### src/rtl/lsu_pkg.sv
// Shared types for the miniRV load/store unit.
//   state_t    : transaction FSM states
//   op_t       : latched memory operation
//   WSTRB_WORD : full-word byte-enable mask
//   is_load()  : true for operations that return data to the register file
package lsu_pkg;

  typedef enum logic [1:0] {
    IDLE = 2'd0,
    REQ  = 2'd1,
    DONE = 2'd2
  } state_t;

  typedef enum logic [1:0] {
    OP_LW  = 2'd0,
    OP_LBU = 2'd1,
    OP_SW  = 2'd2,
    OP_SB  = 2'd3
  } op_t;

  localparam logic [3:0] WSTRB_WORD = 4'hF;

  function automatic logic is_load(op_t op);
    return (op == OP_LW) || (op == OP_LBU);
  endfunction

endpackage

### src/rtl/lsu_if.sv
// Data-memory request/acknowledge bus.
//   mem_req   : request, held until ack or abort
//   mem_we    : 1 = write
//   mem_addr  : word-aligned address
//   mem_wdata : write data
//   mem_wstrb : byte enables, bit i = byte lane i
//   mem_ack   : transaction complete, mem_rdata valid in the same cycle
//   mem_rdata : read word
// master = load/store unit, slave = memory.
interface lsu_if;
  logic        mem_req;
  logic        mem_we;
  logic [31:0] mem_addr;
  logic [31:0] mem_wdata;
  logic [3:0]  mem_wstrb;
  logic        mem_ack;
  logic [31:0] mem_rdata;

  modport master (
    output mem_req, mem_we, mem_addr, mem_wdata, mem_wstrb,
    input  mem_ack, mem_rdata
  );

  modport slave (
    input  mem_req, mem_we, mem_addr, mem_wdata, mem_wstrb,
    output mem_ack, mem_rdata
  );
endinterface

### src/rtl/lsu_byte_lane.sv
// Combinational byte-lane steering for the load/store unit.
//   op         : memory operation
//   off        : byte offset addr[1:0]
//   store_data : store operand (rs2)
//   rdata      : read word from memory
//   wstrb      : byte enables (zero for loads)
//   wdata      : write word (byte replicated on all lanes for sb)
//   load_val   : aligned, zero-extended load result
module lsu_byte_lane
  import lsu_pkg::*;
(
  input  op_t         op,
  input  logic [1:0]  off,
  input  logic [31:0] store_data,
  input  logic [31:0] rdata,
  output logic [3:0]  wstrb,
  output logic [31:0] wdata,
  output logic [31:0] load_val
);

  always_comb begin
    wstrb    = 4'b0000;
    wdata    = store_data;
    load_val = 32'd0;
    unique case (op)
      OP_LW:  load_val = rdata;
      OP_LBU: load_val = {24'd0, rdata[{off, 3'b000} +: 8]};
      OP_SW:  wstrb    = WSTRB_WORD;
      OP_SB: begin
        wstrb = 4'b0001 << off;
        wdata = {4{store_data[7:0]}};
      end
      default: ;
    endcase
  end

endmodule

### src/rtl/load_store_unit.sv
// Multi-cycle data-memory access unit for the miniRV core.
//   clk, rst        : core clock, asynchronous active-high reset
//   lw/lbu/sw/sb    : decoded op strobes (priority lw > lbu > sw > sb)
//   addr            : effective byte address
//   store_data      : rs2 value
//   bus             : data-memory request/acknowledge bus (master side)
//   read_data       : registered load result, updated on entry to DONE for a load
//   stall           : freeze PC/pipeline while the access is in flight
//   err             : one-cycle pulse in DONE for misaligned or timed-out access
module load_store_unit
  import lsu_pkg::*;
#(
  parameter int unsigned TIMEOUT = 16
) (
  input  logic        clk,
  input  logic        rst,
  input  logic        lw,
  input  logic        lbu,
  input  logic        sw,
  input  logic        sb,
  input  logic [31:0] addr,
  input  logic [31:0] store_data,
  lsu_if.master       bus,
  output logic [31:0] read_data,
  output logic        stall,
  output logic        err
);

  localparam logic [7:0] CNT_LAST = 8'(TIMEOUT - 1);

  state_t      state_q, state_d;
  op_t         op_q, op_d, op_sel;
  logic [31:0] addr_q, addr_d;
  logic [31:0] sd_q, sd_d;
  logic [31:0] rd_q, rd_d;
  logic [7:0]  cnt_q, cnt_d;
  logic        err_q, err_d;
  logic        op_valid, misaligned;

  logic [3:0]  lane_wstrb;
  logic [31:0] lane_wdata, lane_load;

  always_comb begin
    op_sel = OP_LW;
    if (lw)       op_sel = OP_LW;
    else if (lbu) op_sel = OP_LBU;
    else if (sw)  op_sel = OP_SW;
    else if (sb)  op_sel = OP_SB;
  end

  assign op_valid   = lw | lbu | sw | sb;
  assign misaligned = ((op_sel == OP_LW) || (op_sel == OP_SW)) && (addr[1:0] != 2'b00);

  lsu_byte_lane u_lane (
    .op         (op_q),
    .off        (addr_q[1:0]),
    .store_data (sd_q),
    .rdata      (bus.mem_rdata),
    .wstrb      (lane_wstrb),
    .wdata      (lane_wdata),
    .load_val   (lane_load)
  );

  always_comb begin
    state_d = state_q;
    op_d    = op_q;
    addr_d  = addr_q;
    sd_d    = sd_q;
    rd_d    = rd_q;
    cnt_d   = cnt_q;
    err_d   = err_q;
    unique case (state_q)
      IDLE: begin
        if (op_valid) begin
          op_d   = op_sel;
          addr_d = addr;
          sd_d   = store_data;
          cnt_d  = 8'd0;
          if (misaligned) begin
            // No bus access: stores are dropped, loads return zero.
            err_d   = 1'b1;
            state_d = DONE;
            if (is_load(op_sel)) rd_d = 32'd0;
          end else begin
            err_d   = 1'b0;
            state_d = REQ;
          end
        end
      end
      REQ: begin
        // Ack takes precedence over the timeout in the same cycle.
        if (bus.mem_ack) begin
          state_d = DONE;
          if (is_load(op_q)) rd_d = lane_load;
        end else if (cnt_q == CNT_LAST) begin
          state_d = DONE;
          err_d   = 1'b1;
          if (is_load(op_q)) rd_d = 32'd0;
        end else begin
          cnt_d = cnt_q + 8'd1;
        end
      end
      DONE:    state_d = IDLE;
      default: state_d = IDLE;
    endcase
  end

  always_ff @(posedge clk or posedge rst) begin
    if (rst) begin
      state_q <= IDLE;
      op_q    <= OP_LW;
      addr_q  <= 32'd0;
      sd_q    <= 32'd0;
      rd_q    <= 32'd0;
      cnt_q   <= 8'd0;
      err_q   <= 1'b0;
    end else begin
      state_q <= state_d;
      op_q    <= op_d;
      addr_q  <= addr_d;
      sd_q    <= sd_d;
      rd_q    <= rd_d;
      cnt_q   <= cnt_d;
      err_q   <= err_d;
    end
  end

  // Bus outputs decode straight from state so reset drops mem_req asynchronously.
  assign bus.mem_req   = (state_q == REQ);
  assign bus.mem_we    = bus.mem_req && !is_load(op_q);
  assign bus.mem_wstrb = bus.mem_req ? lane_wstrb : 4'b0000;
  assign bus.mem_addr  = {addr_q[31:2], 2'b00};
  assign bus.mem_wdata = lane_wdata;

  assign read_data = rd_q;
  assign stall     = ((state_q == IDLE) && op_valid) || (state_q == REQ);
  assign err       = (state_q == DONE) && err_q;

endmodule

### src/flat_wrapper.sv
// flat-port wrapper written by rule: the top's interface ports become plain ports
module load_store_unit_flat import lsu_pkg::*;
#(
  parameter int unsigned TIMEOUT = 16
)
  (clk, rst, lw, lbu, sw, sb, addr, store_data, read_data, stall, err, bus_mem_req, bus_mem_we, bus_mem_addr, bus_mem_wdata, bus_mem_wstrb, bus_mem_ack, bus_mem_rdata);
  lsu_if bus_i ();
  input  logic clk;
  input  logic rst;
  input  logic lw;
  input  logic lbu;
  input  logic sw;
  input  logic sb;
  input  logic [31:0] addr;
  input  logic [31:0] store_data;
  output logic [31:0] read_data;
  output logic stall;
  output logic err;
  output wire logic [$bits(bus_i.mem_req)-1:0] bus_mem_req;
  output wire logic [$bits(bus_i.mem_we)-1:0] bus_mem_we;
  output wire logic [$bits(bus_i.mem_addr)-1:0] bus_mem_addr;
  output wire logic [$bits(bus_i.mem_wdata)-1:0] bus_mem_wdata;
  output wire logic [$bits(bus_i.mem_wstrb)-1:0] bus_mem_wstrb;
  input wire logic [$bits(bus_i.mem_ack)-1:0] bus_mem_ack;
  input wire logic [$bits(bus_i.mem_rdata)-1:0] bus_mem_rdata;
  assign bus_mem_req = bus_i.mem_req;
  assign bus_mem_we = bus_i.mem_we;
  assign bus_mem_addr = bus_i.mem_addr;
  assign bus_mem_wdata = bus_i.mem_wdata;
  assign bus_mem_wstrb = bus_i.mem_wstrb;
  assign bus_i.mem_ack = bus_mem_ack;
  assign bus_i.mem_rdata = bus_mem_rdata;
  load_store_unit #(.TIMEOUT(TIMEOUT)) u_core (.clk(clk), .rst(rst), .lw(lw), .lbu(lbu), .sw(sw), .sb(sb), .addr(addr), .store_data(store_data), .bus(bus_i), .read_data(read_data), .stall(stall), .err(err));
endmodule
### config.mk
export PLATFORM = sky130hd
export DESIGN_NAME = load_store_unit_flat
export DESIGN_NICKNAME = d
export VERILOG_FILES = /design/src/rtl/lsu_pkg.sv /design/src/rtl/lsu_if.sv /design/src/rtl/lsu_byte_lane.sv /design/src/rtl/load_store_unit.sv /design/src/flat_wrapper.sv
export SDC_FILE = /design/constraint.sdc
export NUM_CORES = 1
export LEC_CHECK = 0
export ABC_AREA = 1
export CAP_MARGIN = 15
export CORE_MARGIN = 8
export CORE_UTILIZATION = 55
export CTS_CLUSTER_SIZE = 20
export DETAILED_ROUTE_END_ITERATION = 12
export DONT_BUFFER_PORTS = 1
export HOLD_SLACK_MARGIN = 0.02
export PLACE_DENSITY = 0.71
export SYNTH_ARGS = -nofsm -noshare
export SYNTH_HDL_FRONTEND = slang
export SYNTH_HIERARCHICAL = 1
export SYNTH_SLANG_ARGS = --single-unit
export TNS_END_PERCENT = 50
### constraint.sdc
create_clock -name clk -period 3.9 [get_ports clk]
set_input_delay 1.17 -clock clk [delete_from_list [all_inputs] [get_ports clk]]
set_output_delay 1.17 -clock clk [all_outputs]
set_load 0.01 [all_outputs]
==> impl_metrics.tcl <==
set metrics [dict create \
    hpwl_um 10920 \
    holdPathStages 2 \
    syn2layout_area_growth_pct -0.7959 \
    avgRoutedWirePerCell_um 16.71 \
    crit_arrival_ns 1.80 \
    finalHoldViolations 0 \
    grt_pass1_wl_um 24400 \
    htree_levels 3 \
    drv_cap 0 \
    path_clk_slew_ns 0.10 \
    synthMuxAreaShare 0 \
    slew_viol_final 0 \
    grt_max_degree 65 \
    period_needed_ns 2.969 \
    cts_buffers 9 \
    die_h_um 118.8 \
    ir_drop_mv 0.5129 \
    synth-xor-area-share 0 \
    grt_use_total 0.2101 \
    root_buffer "clkbuf_8" \
    io_pins 207 \
    hold_slack_ns 0.4861 \
    netlist_top_cells_count "nand2_1, dfrtp_1, nand3_1" \
    p_leak_nw 3.232 \
    nNetsFinal 861 \
    die_w_um 118.8 \
    post_cts_buffers 0 \
    synth_cell_type_count 27 \
    reg2reg_to "u_core/read_data[24]" \
    cts_tree "built" \
    antenna_found_initial 0 \
    yosysWarningCount 6 \
    drt_iter0_drc 286 \
    ys_seq_elements 109 \
    required_ns 2.73 \
    r2r-start "u_core/state_q[1]" \
    reg2reg_setup_slack_ns 1.25 \
    end_kind "output port" \
    min_from "u_core/sd_q[12]" \
    cts_resized 0 \
    clock-sinks 109 \
    ant_nets 0 \
    dp_cells 881 \
    tightest_slew_ns 1.005 \
    synth_area_leader_cell "dfrtp_1" \
    post_drt_via_cell_ratio 5.363 \
    finalSetupViolCount 0 \
    synthCells 817 \
    num_rows 37 \
    synth-compound-area-share 0.02366 \
    synth_ff_type "dfrtp_1" \
    grt_overflow 0 \
    cp_cell_sequence "inv_2 -> nand2_1 -> a21oi_1 -> inv_1 -> nor2_1" \
    rsz0062_at_grt "false" \
    ctsLongestPathBuffers 2 \
    portBuffers 0 \
    initial_core_util 0.5660 \
    async_reset_ff_frac 1.000 \
    worstPathMaxFanout 20 \
    via_count 4816 \
    timing.final.crit_share 0.7613 \
    gp_congestion 0.8567 \
    cts_hold_buffers 0 \
    synth_fa_ha_area_frac 0.002151 \
    drcViolationCount 0 \
    num_antenna_cells 0 \
    slew_headroom 0.3301 \
    yosysTopAreaCellShare 0.4689 \
    power_density_mw_per_mm2 818.4 \
    max_freq_mhz 336.8 \
    final_layout_size_suffix_gt1_frac 0.05906 \
    final_cells 898 \
    start_kind "flip-flop" \
    fin_worst_skew_ns 0.01862 \
    core_area_mm2 0.01028 \
    drt_pre_antenna_iters 5 \
    slowest_stage "dfrtp_1" \
    drt_wl_total_um 15010 \
    whs_endpoint "u_core/sd_q[12]" \
    synth_top_family_by_area "simple AND/OR/NAND/NOR gates" \
    synth_edf_count 0 \
    critPathKind "reg -> out" \
    ys_top_cells_by_area "dfrtp_1, nand2_1, nand3_1" \
    ys_seq_area_frac 0.4689 \
    hp-class "reg -> reg" \
    slowest_delay_ns 0.62 \
    synth.avg_cell_area_um2 7.120 \
    reg2regPathDepth 10 \
    final.setup.tns_ns 0 \
    synth_most_common_cell "nand2_1" \
    clk_latency_ns 0.37 \
    synthSimpleGateAreaFrac 0.3805 \
    grt_pass1_vias 4875 \
    syn_area_mm2 0.005817 \
    status "completed" \
    fp.dieArea_mm2 0.01412 \
]
[power by group]
| group | switching, W | internal [W] |
|---|---|---|
| Clock | 0.000381 | 0.000381 |
| Sequential | 0.000506 | 0.00156 |
| Combinational | 0.00136 | 0.000531 |
| Total | 0.00225 | 0.00247 |
[cell families after synthesis]
family / count (synthesis)
fa+ha+maj: 1
compound gates: 25
buf+inv: 132
flops: 109
simple gates: 549
other cells: 1
[stage by stage]
step                instance area (um^2)    util  setup WS, ns  total power [W]
finish                              5771  0.5615        0.9308         0.004722
global route                        5771  0.5615        0.7411         0.005148
CTS                                 5751  0.5595        0.9332         0.004765
detailed placement                  5528  0.5379         1.120         0.003991
global placement                    5528  0.5379         1.145         0.003897
floorplan                           5824       -         1.099         0.003881
[registers in the layout (all words and copies together) (netlist names)]
signal            cells
u_core/addr_q        32
u_core/cnt_q          8
u_core/err_q          1
u_core/op_q           2
u_core/read_data     32
u_core/sd_q          32
u_core/state_q        2
[worst max-delay path: cells and delay by family (launching register included)]
kind	cells	cell delay, ns
AOI/OAI and AO/OA	1	0.15
DFF	1	0.62
and+or+nand+nor	2	0.35
buffers and inverters	2	0.33
[routing by layer]
layer,track usage,routed length [um]
met5,0,0
met4,0.07273,254
met3,0.09022,1802
met2,0.3515,7324
met1,0.2360,5623
[how the worst max path moves through the flow]
| stage | startpoint | to | slack (ns) | cells past startpoint |
|---|---|---|---|---|
| 2_1_floorplan | lbu | stall | 1.10 | 4 |
| 3_3_place_gp | lbu | stall | 1.15 | 4 |
| 3_5_place_dp | lbu | u_core/err_q | 1.12 | 6 |
| 4_1_cts | u_core/state_q[1] | bus_mem_req | 0.93 | 3 |
| 5_1_grt | u_core/addr_q[0] | bus_mem_wstrb[2] | 0.74 | 5 |
| 6_report | u_core/addr_q[0] | bus_mem_wstrb[2] | 0.93 | 5 |
[layout make-up]
cell class / count / area [um^2]
inverter: 51 / 196.4
clock buffer: 11 / 141.4
timing repair buffer: 9 / 80.08
sequential: 109 / 2728
fill: 1034 / 4507
clock inverter: 5 / 81.33
tap: 136 / 170.2
multi-input combinational: 577 / 2374
[placed cells by master, fill, tap and decap left out, types with 6 or more instances in the layout]
| master | count |
|---|---|
| inv_1 | 43 |
| nand2_1 | 380 |
| dfrtp_1 | 109 |
| buf_4 | 8 |
| clkbuf_8 | 10 |
| nor2_1 | 73 |
| inv_2 | 6 |
| o21ai_0 | 10 |
| a21oi_1 | 10 |
| nand2_2 | 6 |
| nand3_1 | 83 |
Power figures use the tool's default switching activity.
